## config.mk

```make
export PLATFORM = sky130hd
export DESIGN_NAME = axil_apb_bridge_flat
export DESIGN_NICKNAME = d
export VERILOG_FILES = /design/src/rtl/axil_apb_pkg.sv /design/src/rtl/axil_apb_if.sv /design/src/rtl/axil_apb_bridge.sv /design/src/flat_wrapper.sv
export SDC_FILE = /design/constraint.sdc
export NUM_CORES = 1
export LEC_CHECK = 0
export CAP_MARGIN = 20
export CORE_MARGIN = 2
export CORE_UTILIZATION = 35
export CTS_BUF_LIST = sky130_fd_sc_hd__clkbuf_8 sky130_fd_sc_hd__clkbuf_16
export CTS_CLUSTER_SIZE = 16
export DETAILED_ROUTE_END_ITERATION = 12
export MAX_ROUTING_LAYER = met4
export PLACE_DENSITY = 0.84
export SYNTH_ARGS = -nofsm -noshare
export SYNTH_HDL_FRONTEND = slang
export SYNTH_SLANG_ARGS = --single-unit
```

## constraint.sdc

```tcl
create_clock -name clk_i -period 5 [get_ports clk_i]
set_input_delay 1 -clock clk_i [delete_from_list [all_inputs] [get_ports clk_i]]
set_output_delay 1 -clock clk_i [all_outputs]
set_load 0.05 [all_outputs]
```

## src/rtl/axil_apb_pkg.sv

```systemverilog
// Shared definitions for the AXI-Lite to APB bridge: FSM states and AXI response codes.
package axil_apb_pkg;

   typedef enum logic [1:0] {
      IDLE   = 2'd0,
      SETUP  = 2'd1,
      ACCESS = 2'd2,
      RESP   = 2'd3
   } state_e;

   localparam logic [1:0] RESP_OKAY   = 2'b00;
   localparam logic [1:0] RESP_SLVERR = 2'b10;
   localparam logic [1:0] RESP_DECERR = 2'b11;

endpackage

```

## src/rtl/axil_apb_if.sv

```systemverilog
// AXI-Lite bundle (aw, w, b, ar, r channels) with Slave and Master views.
interface AXI_LITE #(
   parameter int AW = 32,
   parameter int DW = 32
);
   logic [AW-1:0]   aw_addr;
   logic [2:0]      aw_prot;
   logic            aw_valid;
   logic            aw_ready;
   logic [DW-1:0]   w_data;
   logic [DW/8-1:0] w_strb;
   logic            w_valid;
   logic            w_ready;
   logic [1:0]      b_resp;
   logic            b_valid;
   logic            b_ready;
   logic [AW-1:0]   ar_addr;
   logic [2:0]      ar_prot;
   logic            ar_valid;
   logic            ar_ready;
   logic [DW-1:0]   r_data;
   logic [1:0]      r_resp;
   logic            r_valid;
   logic            r_ready;

   modport Slave (
      input  aw_addr, aw_prot, aw_valid, w_data, w_strb, w_valid, b_ready,
             ar_addr, ar_prot, ar_valid, r_ready,
      output aw_ready, w_ready, b_resp, b_valid, ar_ready, r_data, r_resp, r_valid
   );

   modport Master (
      output aw_addr, aw_prot, aw_valid, w_data, w_strb, w_valid, b_ready,
             ar_addr, ar_prot, ar_valid, r_ready,
      input  aw_ready, w_ready, b_resp, b_valid, ar_ready, r_data, r_resp, r_valid
   );
endinterface

```

## src/rtl/axil_apb_bridge.sv

```systemverilog
// AXI-Lite slave to APB master, one transaction in flight; >=3 cycles accept-to-response (1 for DECERR),
// response held until b_ready/r_ready. Optional ACCESS timeout under `AXIL_APB_TIMEOUT_EN.
module axil_apb_bridge
   import axil_apb_pkg::*;
#(
   parameter int          AXI_LITE_AW    = 32,
   parameter int          AXI_LITE_DW    = 32,
   parameter int          APB_AW         = 32,
   parameter logic [31:0] PERIPH_BA      = 32'h0000_0000,
   parameter logic [31:0] PERIPH_SIZE    = 32'h0001_0000,
   parameter int          TIMEOUT_CYCLES = 256
) (
   input  logic              clk_i,
   input  logic              rst_i,
   AXI_LITE.Slave            axil_slave,
   output logic [APB_AW-1:0] paddr_o,
   output logic              psel_o,
   output logic              penable_o,
   output logic              pwrite_o,
   output logic [31:0]       pwdata_o,
   output logic [3:0]        pstrb_o,
   output logic [2:0]        pprot_o,
   input  logic [31:0]       prdata_i,
   input  logic              pready_i,
   input  logic              pslverr_i
);

   if (AXI_LITE_DW != 32) begin : g_dw_chk
      $error("axil_apb_bridge: only 32-bit AXI-Lite data is supported");
   end
   if (APB_AW > AXI_LITE_AW) begin : g_aw_chk
      $error("axil_apb_bridge: APB_AW must not exceed AXI_LITE_AW");
   end
   if (TIMEOUT_CYCLES < 1) begin : g_to_chk
      $error("axil_apb_bridge: TIMEOUT_CYCLES must be at least 1");
   end

   localparam logic [AXI_LITE_AW-1:0] BASE = AXI_LITE_AW'(PERIPH_BA);
   localparam logic [AXI_LITE_AW-1:0] SIZE = AXI_LITE_AW'(PERIPH_SIZE);

   state_e            state_q, state_d;
   logic              aw_ready_q, aw_ready_d, w_ready_q, w_ready_d, ar_ready_q, ar_ready_d;
   logic              b_valid_q, b_valid_d, r_valid_q, r_valid_d;
   logic [1:0]        resp_q, resp_d;
   logic [31:0]       r_data_q, r_data_d;
   logic [APB_AW-1:0] paddr_q, paddr_d;
   logic              psel_q, psel_d, penable_q, penable_d, pwrite_q, pwrite_d;
   logic [31:0]       pwdata_q, pwdata_d;
   logic [3:0]        pstrb_q, pstrb_d;
   logic [2:0]        pprot_q, pprot_d;
   logic              last_wr_q, last_wr_d;

`ifdef AXIL_APB_TIMEOUT_EN
   localparam int CNT_W = $clog2(TIMEOUT_CYCLES) + 1;
   logic [CNT_W-1:0] cnt_q, cnt_d;
`endif

   logic [AXI_LITE_AW-1:0] wr_off, rd_off;
   logic                   wr_hit, rd_hit, wr_req, rd_req;

   // An address below BASE wraps to a large offset, so one compare covers both window edges.
   assign wr_off = axil_slave.aw_addr - BASE;
   assign rd_off = axil_slave.ar_addr - BASE;
   assign wr_hit = (wr_off < SIZE);
   assign rd_hit = (rd_off < SIZE);
   assign wr_req = axil_slave.aw_valid && axil_slave.w_valid;
   assign rd_req = axil_slave.ar_valid;

   always_comb begin
      state_d    = state_q;
      aw_ready_d = 1'b0;
      w_ready_d  = 1'b0;
      ar_ready_d = 1'b0;
      b_valid_d  = b_valid_q;
      r_valid_d  = r_valid_q;
      resp_d     = resp_q;
      r_data_d   = r_data_q;
      paddr_d    = paddr_q;
      psel_d     = psel_q;
      penable_d  = penable_q;
      pwrite_d   = pwrite_q;
      pwdata_d   = pwdata_q;
      pstrb_d    = pstrb_q;
      pprot_d    = pprot_q;
      last_wr_d  = last_wr_q;
`ifdef AXIL_APB_TIMEOUT_EN
      cnt_d      = '0;
`endif
      unique case (state_q)
         IDLE: begin
            // A ready pulsed last cycle means the handshake completes on this edge.
            if (aw_ready_q) begin
               paddr_d  = wr_off[APB_AW-1:0];
               pwrite_d = 1'b1;
               pwdata_d = axil_slave.w_data;
               pstrb_d  = axil_slave.w_strb;
               pprot_d  = axil_slave.aw_prot;
               if (wr_hit) begin
                  state_d = SETUP;
                  psel_d  = 1'b1;
               end else begin
                  state_d   = RESP;
                  b_valid_d = 1'b1;
                  resp_d    = RESP_DECERR;
               end
            end else if (ar_ready_q) begin
               paddr_d  = rd_off[APB_AW-1:0];
               pwrite_d = 1'b0;
               pwdata_d = '0;
               pstrb_d  = '0;
               pprot_d  = axil_slave.ar_prot;
               if (rd_hit) begin
                  state_d = SETUP;
                  psel_d  = 1'b1;
               end else begin
                  state_d   = RESP;
                  r_valid_d = 1'b1;
                  resp_d    = RESP_DECERR;
                  r_data_d  = '0;
               end
            end else if (wr_req && (!last_wr_q || !rd_req)) begin
               aw_ready_d = 1'b1;
               w_ready_d  = 1'b1;
               last_wr_d  = 1'b1;
            end else if (rd_req) begin
               ar_ready_d = 1'b1;
               last_wr_d  = 1'b0;
            end
         end
         SETUP: begin
            state_d   = ACCESS;
            penable_d = 1'b1;
         end
         ACCESS: begin
            if (pready_i) begin
               state_d   = RESP;
               psel_d    = 1'b0;
               penable_d = 1'b0;
               resp_d    = pslverr_i ? RESP_SLVERR : RESP_OKAY;
               if (pwrite_q) begin
                  b_valid_d = 1'b1;
               end else begin
                  r_valid_d = 1'b1;
                  r_data_d  = prdata_i;
               end
            end
`ifdef AXIL_APB_TIMEOUT_EN
            else if (cnt_q == CNT_W'(TIMEOUT_CYCLES - 1)) begin
               state_d   = RESP;
               psel_d    = 1'b0;
               penable_d = 1'b0;
               resp_d    = RESP_SLVERR;
               if (pwrite_q) begin
                  b_valid_d = 1'b1;
               end else begin
                  r_valid_d = 1'b1;
                  r_data_d  = '0;
               end
            end else begin
               cnt_d = cnt_q + 1'b1;
            end
`else
            // A slave that never raises pready stalls the bridge until reset.
`endif
         end
         RESP: begin
            if ((b_valid_q && axil_slave.b_ready) || (r_valid_q && axil_slave.r_ready)) begin
               state_d   = IDLE;
               b_valid_d = 1'b0;
               r_valid_d = 1'b0;
            end
         end
         default: state_d = IDLE;
      endcase
   end

   always_ff @(posedge clk_i) begin
      if (rst_i) begin
         state_q    <= IDLE;
         aw_ready_q <= 1'b0;
         w_ready_q  <= 1'b0;
         ar_ready_q <= 1'b0;
         b_valid_q  <= 1'b0;
         r_valid_q  <= 1'b0;
         resp_q     <= '0;
         r_data_q   <= '0;
         paddr_q    <= '0;
         psel_q     <= 1'b0;
         penable_q  <= 1'b0;
         pwrite_q   <= 1'b0;
         pwdata_q   <= '0;
         pstrb_q    <= '0;
         pprot_q    <= '0;
         last_wr_q  <= 1'b0;
`ifdef AXIL_APB_TIMEOUT_EN
         cnt_q      <= '0;
`endif
      end else begin
         state_q    <= state_d;
         aw_ready_q <= aw_ready_d;
         w_ready_q  <= w_ready_d;
         ar_ready_q <= ar_ready_d;
         b_valid_q  <= b_valid_d;
         r_valid_q  <= r_valid_d;
         resp_q     <= resp_d;
         r_data_q   <= r_data_d;
         paddr_q    <= paddr_d;
         psel_q     <= psel_d;
         penable_q  <= penable_d;
         pwrite_q   <= pwrite_d;
         pwdata_q   <= pwdata_d;
         pstrb_q    <= pstrb_d;
         pprot_q    <= pprot_d;
         last_wr_q  <= last_wr_d;
`ifdef AXIL_APB_TIMEOUT_EN
         cnt_q      <= cnt_d;
`endif
      end
   end

   assign axil_slave.aw_ready = aw_ready_q;
   assign axil_slave.w_ready  = w_ready_q;
   assign axil_slave.ar_ready = ar_ready_q;
   assign axil_slave.b_valid  = b_valid_q;
   assign axil_slave.b_resp   = resp_q;
   assign axil_slave.r_valid  = r_valid_q;
   assign axil_slave.r_resp   = resp_q;
   assign axil_slave.r_data   = r_data_q;

   assign paddr_o   = paddr_q;
   assign psel_o    = psel_q;
   assign penable_o = penable_q;
   assign pwrite_o  = pwrite_q;
   assign pwdata_o  = pwdata_q;
   assign pstrb_o   = pstrb_q;
   assign pprot_o   = pprot_q;

endmodule

```

## src/flat_wrapper.sv

```systemverilog
// flat-port wrapper written by rule: the top's interface ports become plain ports
module axil_apb_bridge_flat import axil_apb_pkg::*;
#(
   parameter int          AXI_LITE_AW    = 32,
   parameter int          AXI_LITE_DW    = 32,
   parameter int          APB_AW         = 32,
   parameter logic [31:0] PERIPH_BA      = 32'h0000_0000,
   parameter logic [31:0] PERIPH_SIZE    = 32'h0001_0000,
   parameter int          TIMEOUT_CYCLES = 256
)
  (clk_i, rst_i, paddr_o, psel_o, penable_o, pwrite_o, pwdata_o, pstrb_o, pprot_o, prdata_i, pready_i, pslverr_i, axil_slave_aw_addr, axil_slave_aw_prot, axil_slave_aw_valid, axil_slave_w_data, axil_slave_w_strb, axil_slave_w_valid, axil_slave_b_ready, axil_slave_ar_addr, axil_slave_ar_prot, axil_slave_ar_valid, axil_slave_r_ready, axil_slave_aw_ready, axil_slave_w_ready, axil_slave_b_resp, axil_slave_b_valid, axil_slave_ar_ready, axil_slave_r_data, axil_slave_r_resp, axil_slave_r_valid);
  AXI_LITE #(.AW(32), .DW(32)) axil_slave_i ();
  input  logic clk_i;
  input  logic rst_i;
  output logic [APB_AW-1:0] paddr_o;
  output logic psel_o;
  output logic penable_o;
  output logic pwrite_o;
  output logic [31:0] pwdata_o;
  output logic [3:0] pstrb_o;
  output logic [2:0] pprot_o;
  input  logic [31:0] prdata_i;
  input  logic pready_i;
  input  logic pslverr_i;
  input wire logic [$bits(axil_slave_i.aw_addr)-1:0] axil_slave_aw_addr;
  input wire logic [$bits(axil_slave_i.aw_prot)-1:0] axil_slave_aw_prot;
  input wire logic [$bits(axil_slave_i.aw_valid)-1:0] axil_slave_aw_valid;
  input wire logic [$bits(axil_slave_i.w_data)-1:0] axil_slave_w_data;
  input wire logic [$bits(axil_slave_i.w_strb)-1:0] axil_slave_w_strb;
  input wire logic [$bits(axil_slave_i.w_valid)-1:0] axil_slave_w_valid;
  input wire logic [$bits(axil_slave_i.b_ready)-1:0] axil_slave_b_ready;
  input wire logic [$bits(axil_slave_i.ar_addr)-1:0] axil_slave_ar_addr;
  input wire logic [$bits(axil_slave_i.ar_prot)-1:0] axil_slave_ar_prot;
  input wire logic [$bits(axil_slave_i.ar_valid)-1:0] axil_slave_ar_valid;
  input wire logic [$bits(axil_slave_i.r_ready)-1:0] axil_slave_r_ready;
  output wire logic [$bits(axil_slave_i.aw_ready)-1:0] axil_slave_aw_ready;
  output wire logic [$bits(axil_slave_i.w_ready)-1:0] axil_slave_w_ready;
  output wire logic [$bits(axil_slave_i.b_resp)-1:0] axil_slave_b_resp;
  output wire logic [$bits(axil_slave_i.b_valid)-1:0] axil_slave_b_valid;
  output wire logic [$bits(axil_slave_i.ar_ready)-1:0] axil_slave_ar_ready;
  output wire logic [$bits(axil_slave_i.r_data)-1:0] axil_slave_r_data;
  output wire logic [$bits(axil_slave_i.r_resp)-1:0] axil_slave_r_resp;
  output wire logic [$bits(axil_slave_i.r_valid)-1:0] axil_slave_r_valid;
  assign axil_slave_i.aw_addr = axil_slave_aw_addr;
  assign axil_slave_i.aw_prot = axil_slave_aw_prot;
  assign axil_slave_i.aw_valid = axil_slave_aw_valid;
  assign axil_slave_i.w_data = axil_slave_w_data;
  assign axil_slave_i.w_strb = axil_slave_w_strb;
  assign axil_slave_i.w_valid = axil_slave_w_valid;
  assign axil_slave_i.b_ready = axil_slave_b_ready;
  assign axil_slave_i.ar_addr = axil_slave_ar_addr;
  assign axil_slave_i.ar_prot = axil_slave_ar_prot;
  assign axil_slave_i.ar_valid = axil_slave_ar_valid;
  assign axil_slave_i.r_ready = axil_slave_r_ready;
  assign axil_slave_aw_ready = axil_slave_i.aw_ready;
  assign axil_slave_w_ready = axil_slave_i.w_ready;
  assign axil_slave_b_resp = axil_slave_i.b_resp;
  assign axil_slave_b_valid = axil_slave_i.b_valid;
  assign axil_slave_ar_ready = axil_slave_i.ar_ready;
  assign axil_slave_r_data = axil_slave_i.r_data;
  assign axil_slave_r_resp = axil_slave_i.r_resp;
  assign axil_slave_r_valid = axil_slave_i.r_valid;
  axil_apb_bridge #(.AXI_LITE_AW(AXI_LITE_AW), .AXI_LITE_DW(AXI_LITE_DW), .APB_AW(APB_AW), .PERIPH_BA(PERIPH_BA), .PERIPH_SIZE(PERIPH_SIZE), .TIMEOUT_CYCLES(TIMEOUT_CYCLES)) u_core (.clk_i(clk_i), .rst_i(rst_i), .axil_slave(axil_slave_i), .paddr_o(paddr_o), .psel_o(psel_o), .penable_o(penable_o), .pwrite_o(pwrite_o), .pwdata_o(pwdata_o), .pstrb_o(pstrb_o), .pprot_o(pprot_o), .prdata_i(prdata_i), .pready_i(pready_i), .pslverr_i(pslverr_i));
endmodule
```

# Word-level counts from Yosys, hierarchy flattened
# Index checks and enable logic that the tools add are counted.
[word_totals] in_bits=147 out_inout_bits=115 ff_bits=115 elab_cells=115
[classes] magnitude_cmp=2 n_eq_ne=17 reduce_logical=25 muxes=53 bitwise_logic=3
[op_table] op="$mux 32" count=9
[op_table] op="$lt 32x17->1 const B" count=2
[op_table] op="$pmux 32 s2" count=1
[op_table] op="$mux 2" count=12
[op_table] op="$mux 1" count=21
[op_table] op="$reduce_and 6->1" count=2
[op_table] op="$ne 2x2->1 const B" count=5
[op_table] op="$reduce_and 5->1" count=2
[op_table] op="$mux 4" count=2
[op_table] op="$ne 2x1->1 const B" count=4
[op_table] op="$pmux 2 s4" count=1
[op_table] op="$reduce_bool 2->1" count=4
[op_table] op="$reduce_and 7->1" count=1
[op_table] op="$mux 3" count=2
[op_table] op="$ne 3x1->1 const B" count=2
[op_table] op="$ne 3x3->1 const B" count=2
[op_table] op="$pmux 1 s3" count=2
[op_table] op="$reduce_or 5->1" count=1
[op_table] op="$eq 2x2->1 const B" count=2
[op_table] op="$logic_and 1x1->1" count=4
[op_table] op="$pmux 1 s2" count=2
[op_table] op="$pmux 2 s2" count=1
[op_table] op="$reduce_and 2->1" count=2
[op_table] op="$reduce_and 4->1" count=1
[op_table] op="9 further kinds" count=13

# Depth between registers and ports, before layout
[depth] depth_word=5 depth_mapped=9 mapped_depth_nobuf=7

# Worst setup path after synthesis
# Ideal clock, no wire load.
[synth_timing] kind="in2reg" from="in axil_slave_ar_addr[26]" to="reg u_core.r_data_q[10], in the netlist u_core.axil_slave.r_data[10]" t_required_ps=4868 path_buffers=1 path_stages=6 t_arrival_ps=2129 setup_slack_ps=2739 setup_ps=132 cell_sequence="nor4_4 a41oi_2 a32o_1 buf_2 nand3_1 a21oi_1"
[synth_between] elab_chain_cells=3
[synth_rtl] element="start: declaration" line_no="flat_wrapper.sv:32" source="input wire logic [$bits(axil_slave_i.ar_addr)-1:0] axil_slave_ar_addr;"
[synth_rtl] element="$lt 32x17->1" line_no="axil_apb_bridge.sv:65" source="assign rd_hit = (rd_off < SIZE);"
[synth_rtl] element="$ne 2x2->1 (no line)"
[synth_rtl] element="$reduce_and 6->1 (no line)"
[synth_rtl] element="end signal: assignment" line_no="axil_apb_bridge.sv:206" source="r_data_q <= r_data_d;"
[synth_rtl] element="end: declaration" line_no="axil_apb_bridge.sv:45" source="logic [31:0] r_data_q, r_data_d;"
# Every way passes these cells.
# A chain may end at the register's enable or synchronous reset.

# Worst setup path in the final report
[layout_timing] from="in axil_slave_ar_addr[18]" to="reg u_core.r_data_q[8], in the netlist u_core.axil_slave.r_data[8]"
# Same word-level chain as after synthesis.

==> flow_metrics.env <==
export IMPL_antenna_found_initial=0
export IMPL_rsz0062_at_grt="no"
export IMPL_rows=42
export IMPL_drv_slew=0
export IMPL_vias_per_cell=5.00
export IMPL_hold_viol=0
export IMPL_synth_top_family_by_area="compound AO/OA/AOI/OAI gates"
export IMPL_grt_max_degree=76
export IMPL_synthXorXnorAreaFrac_pct=0
export IMPL_htreeDepth=4
export IMPL_synth_edf_count=0
export IMPL_wirelength_mm=14.8
export IMPL_path_delay_family="compound AO/OA/AOI/OAI gates"
export IMPL_reg2reg_depth=8
export IMPL_clkSinkCount=115
export IMPL_yosys_top_cells_area="dfxtp_1, mux2i_1, nor2_1"
export IMPL_io_pins=262
export IMPL_drc=0
export IMPL_num_vias=4727
export IMPL_root_buffer="clkbuf_16"
export IMPL_yosys_area_top_type="dfxtp_1"
export IMPL_synthAdderAreaFrac_pct=1.06
export IMPL_hold_buffers=0
export IMPL_critical_path_class="in -> reg"
export IMPL_synth_most_common_cell="dfxtp_1"
export IMPL_setup_viol=0
export IMPL_p_leak_uw=0.00274
export IMPL_synth_compound_area_share_pct=18.9
export IMPL_finalCritPeriodShare_pct=60.6
export IMPL_slew_headroom_pct=32.6
export IMPL_ant_nets=0
export IMPL_numCtsBuffers=17
export IMPL_fin_cells=946
export IMPL_insertion_delay_ps=400
export IMPL_path_max_fanout=32
export IMPL_die_w_um=120
export IMPL_drt_iter0_markers=166
export IMPL_fin_skew_ps=6.79
export IMPL_max_clock_path_buffers=2
export IMPL_grt_overflow=0
export IMPL_critPathCaptureType="flop"
export IMPL_ir_drop_v=0.000271
export IMPL_synthTopCellsByCount="dfxtp_1, nor2_1, nand2_1"
export IMPL_pwr_share_comb_pct=36.8
export IMPL_cts_resized=0
export IMPL_post_route_cells_drive_above_1_share_pct=6.62
export IMPL_syn_num_nets=667
export IMPL_cp_start_kind="primary input"
export IMPL_setup_tns_ps=0
export IMPL_switching_power_uw=1350
export IMPL_outcome="finished, final reports clean"
export IMPL_dp_cells=914
export IMPL_nets=908
export IMPL_power_uw=3720
export IMPL_synth_cells=516
export IMPL_clkPwrFrac_pct=33.2
export IMPL_antenna_cells=0
export IMPL_synthMuxAreaShare_pct=8.15
export IMPL_firstDrtPassIters=4
export IMPL_synthFlopType="dfxtp_1"
export IMPL_tightest_slew_ps=1010
export IMPL_max_stage_delay_ps=900
export IMPL_chipHeight_um=120
export IMPL_clk_pin_slew_ps=50
export IMPL_grt_first_pass_wirelength_mm=23.0
export IMPL_synthesis_area_mm2=0.00472
export IMPL_yosys_warnings=0
export IMPL_yosysUniqueCellTypes=42
export IMPL_crit_buf_inv=1
export IMPL_cts_setup_buffers=0
export IMPL_intPower_uw=2370
export IMPL_min_path_type="reg -> reg"
export IMPL_holdWs_ps=448
export IMPL_grtUsageTotal_pct=20.8
export IMPL_power_density_mw_per_mm2=465
export IMPL_areaGrowthSynthToFinish_pct=69.7
export IMPL_yosys_register_bits=115
export IMPL_required_ps=5320
export IMPL_die_area_mm2=0.0144
export IMPL_avgSynthCellArea_um2=9.14
export IMPL_power_share_switching_pct=36.4
export IMPL_clock_fmax_mhz=330
export IMPL_start_util_pct=35.8
export IMPL_ys_seq_area_share_pct=48.8
export IMPL_path_cells="clkdlybuf4s50_1 -> nor4_4 -> a41oi_2 -> a32oi_4 -> nand2_1 -> a21oi_1"
export IMPL_slowest_stage="a32oi_4"
export IMPL_routedWlPerCell_um=15.7
export IMPL_worstPathArrival_ps=3350
export IMPL_cp_depth=6
export IMPL_synthSimpleGateAreaFrac_pct=17.8
export IMPL_hpwlAfterDp_mm=10.5
export IMPL_maxCapViolations=0
export IMPL_hold_depth=2
export IMPL_core_area_mm2=0.0132
export IMPL_place_congestion=0.805
export IMPL_seqPwrFrac_pct=30.1
export IMPL_tritoncts="yes"
export IMPL_min_period_ps=3030
export IMPL_yosysTopAreaCellShare_pct=48.8
export IMPL_async_reset_ff_share_pct=0
export IMPL_grt_pass1_vias=4637
export IMPL_port_buffers=261
## power by group through the flow
stage	combinational [µW]	clock, µW	sequential, µW
2_1_floorplan	526	0	1520
3_3_place_gp	1360	0	1130
3_5_place_dp	1370	0	1140
4_1_cts	1380	1260	1120
5_1_grt	1460	1300	1140
6_report	1370	1230	1120
## flip-flops by register name (all words and copies together) (netlist names)
name and count:
u_core.pstrb_o 4, u_core.pprot_o 3, u_core.axil_slave.r_data 32, u_core.pwdata_o 32, u_core.pwrite_o 1, u_core.axil_slave.aw_ready 1
u_core.axil_slave.b_valid 1, u_core.penable_o 1, u_core.axil_slave.ar_ready 1, u_core.axil_slave.r_valid 1, u_core.axil_slave.b_resp 2, u_core.state_q 2
u_core.psel_o 1, u_core.paddr_o 32, u_core.last_wr_q 1
## final timing paths
kind | start | to | slack [ps]
hold reg to reg | u_core.axil_slave.r_data[25]$_SDFFE_PP0P_ | u_core.axil_slave.r_data[25]$_SDFFE_PP0P_ | 450
hold / removal | u_core.axil_slave.r_data[25]$_SDFFE_PP0P_ | u_core.axil_slave.r_data[25]$_SDFFE_PP0P_ | 450
setup / recovery | axil_slave_ar_addr[18] | u_core.axil_slave.r_data[8]$_SDFFE_PP0P_ | 1970
setup reg to reg | u_core.state_q[0]$_SDFFE_PP0P_ | u_core.axil_slave.r_data[8]$_SDFFE_PP0P_ | 2410
## tightest hold or removal path, delay by kind of cell, from the launching register on
family	cells	cell delay [ps]
flip-flops	1	300
AO/OA/AOI/OAI	1	50
AND/OR/NAND/NOR	1	50
## layout by cell type (no fill, tap or decap), types with 8 or more instances in the layout
master,instances
buf_4,8
clkdlybuf4s50_1,260
dfxtp_1,114
nor2_1,80
mux2i_1,35
a22oi_1,37
nand3_1,34
a211oi_1,36
a21oi_1,35
inv_1,9
clkbuf_16,17
nand2_1,41
## kinds of logic after synthesis
family	Yosys count
buffers and inverters	53
AO/OA/AOI/OAI	126
flip-flops	115
AND/OR/NAND/NOR	180
adder cells (fa/ha/maj)	4
multiplexers	38
## per-layer routing
layer  global-route usage (%)  vias up  wire, µm
met5                        -        -         0
met4                     9.93        0       516
met3                     8.17       32      1380
met2                     33.5      214      6920
met1                     22.6     2151      6000
li1                         -     2330         -
## layout make-up
class	instances	area, µm²
clock inverters	11	134
well taps	176	220
clock buffers	21	480
inverters	7	26.3
repair buffers	268	2660
fillers	1123	5190
flip-flops and latches	115	2300
multi-input cells	348	2180
## through the flow
| step | utilization [%] | worst slack [ps] | area, µm² |
|---|---|---|---|
| after floorplan | - | 2740 | 4720 |
| after global placement | 56.0 | 1660 | 7390 |
| after detailed placement | 56.0 | 1600 | 7390 |
| after CTS | 60.7 | 1980 | 8000 |
| after global routing | 60.7 | 1870 | 8000 |
| final | 60.7 | 1970 | 8000 |
No activity file was read; power rests on OpenSTA's default activity.
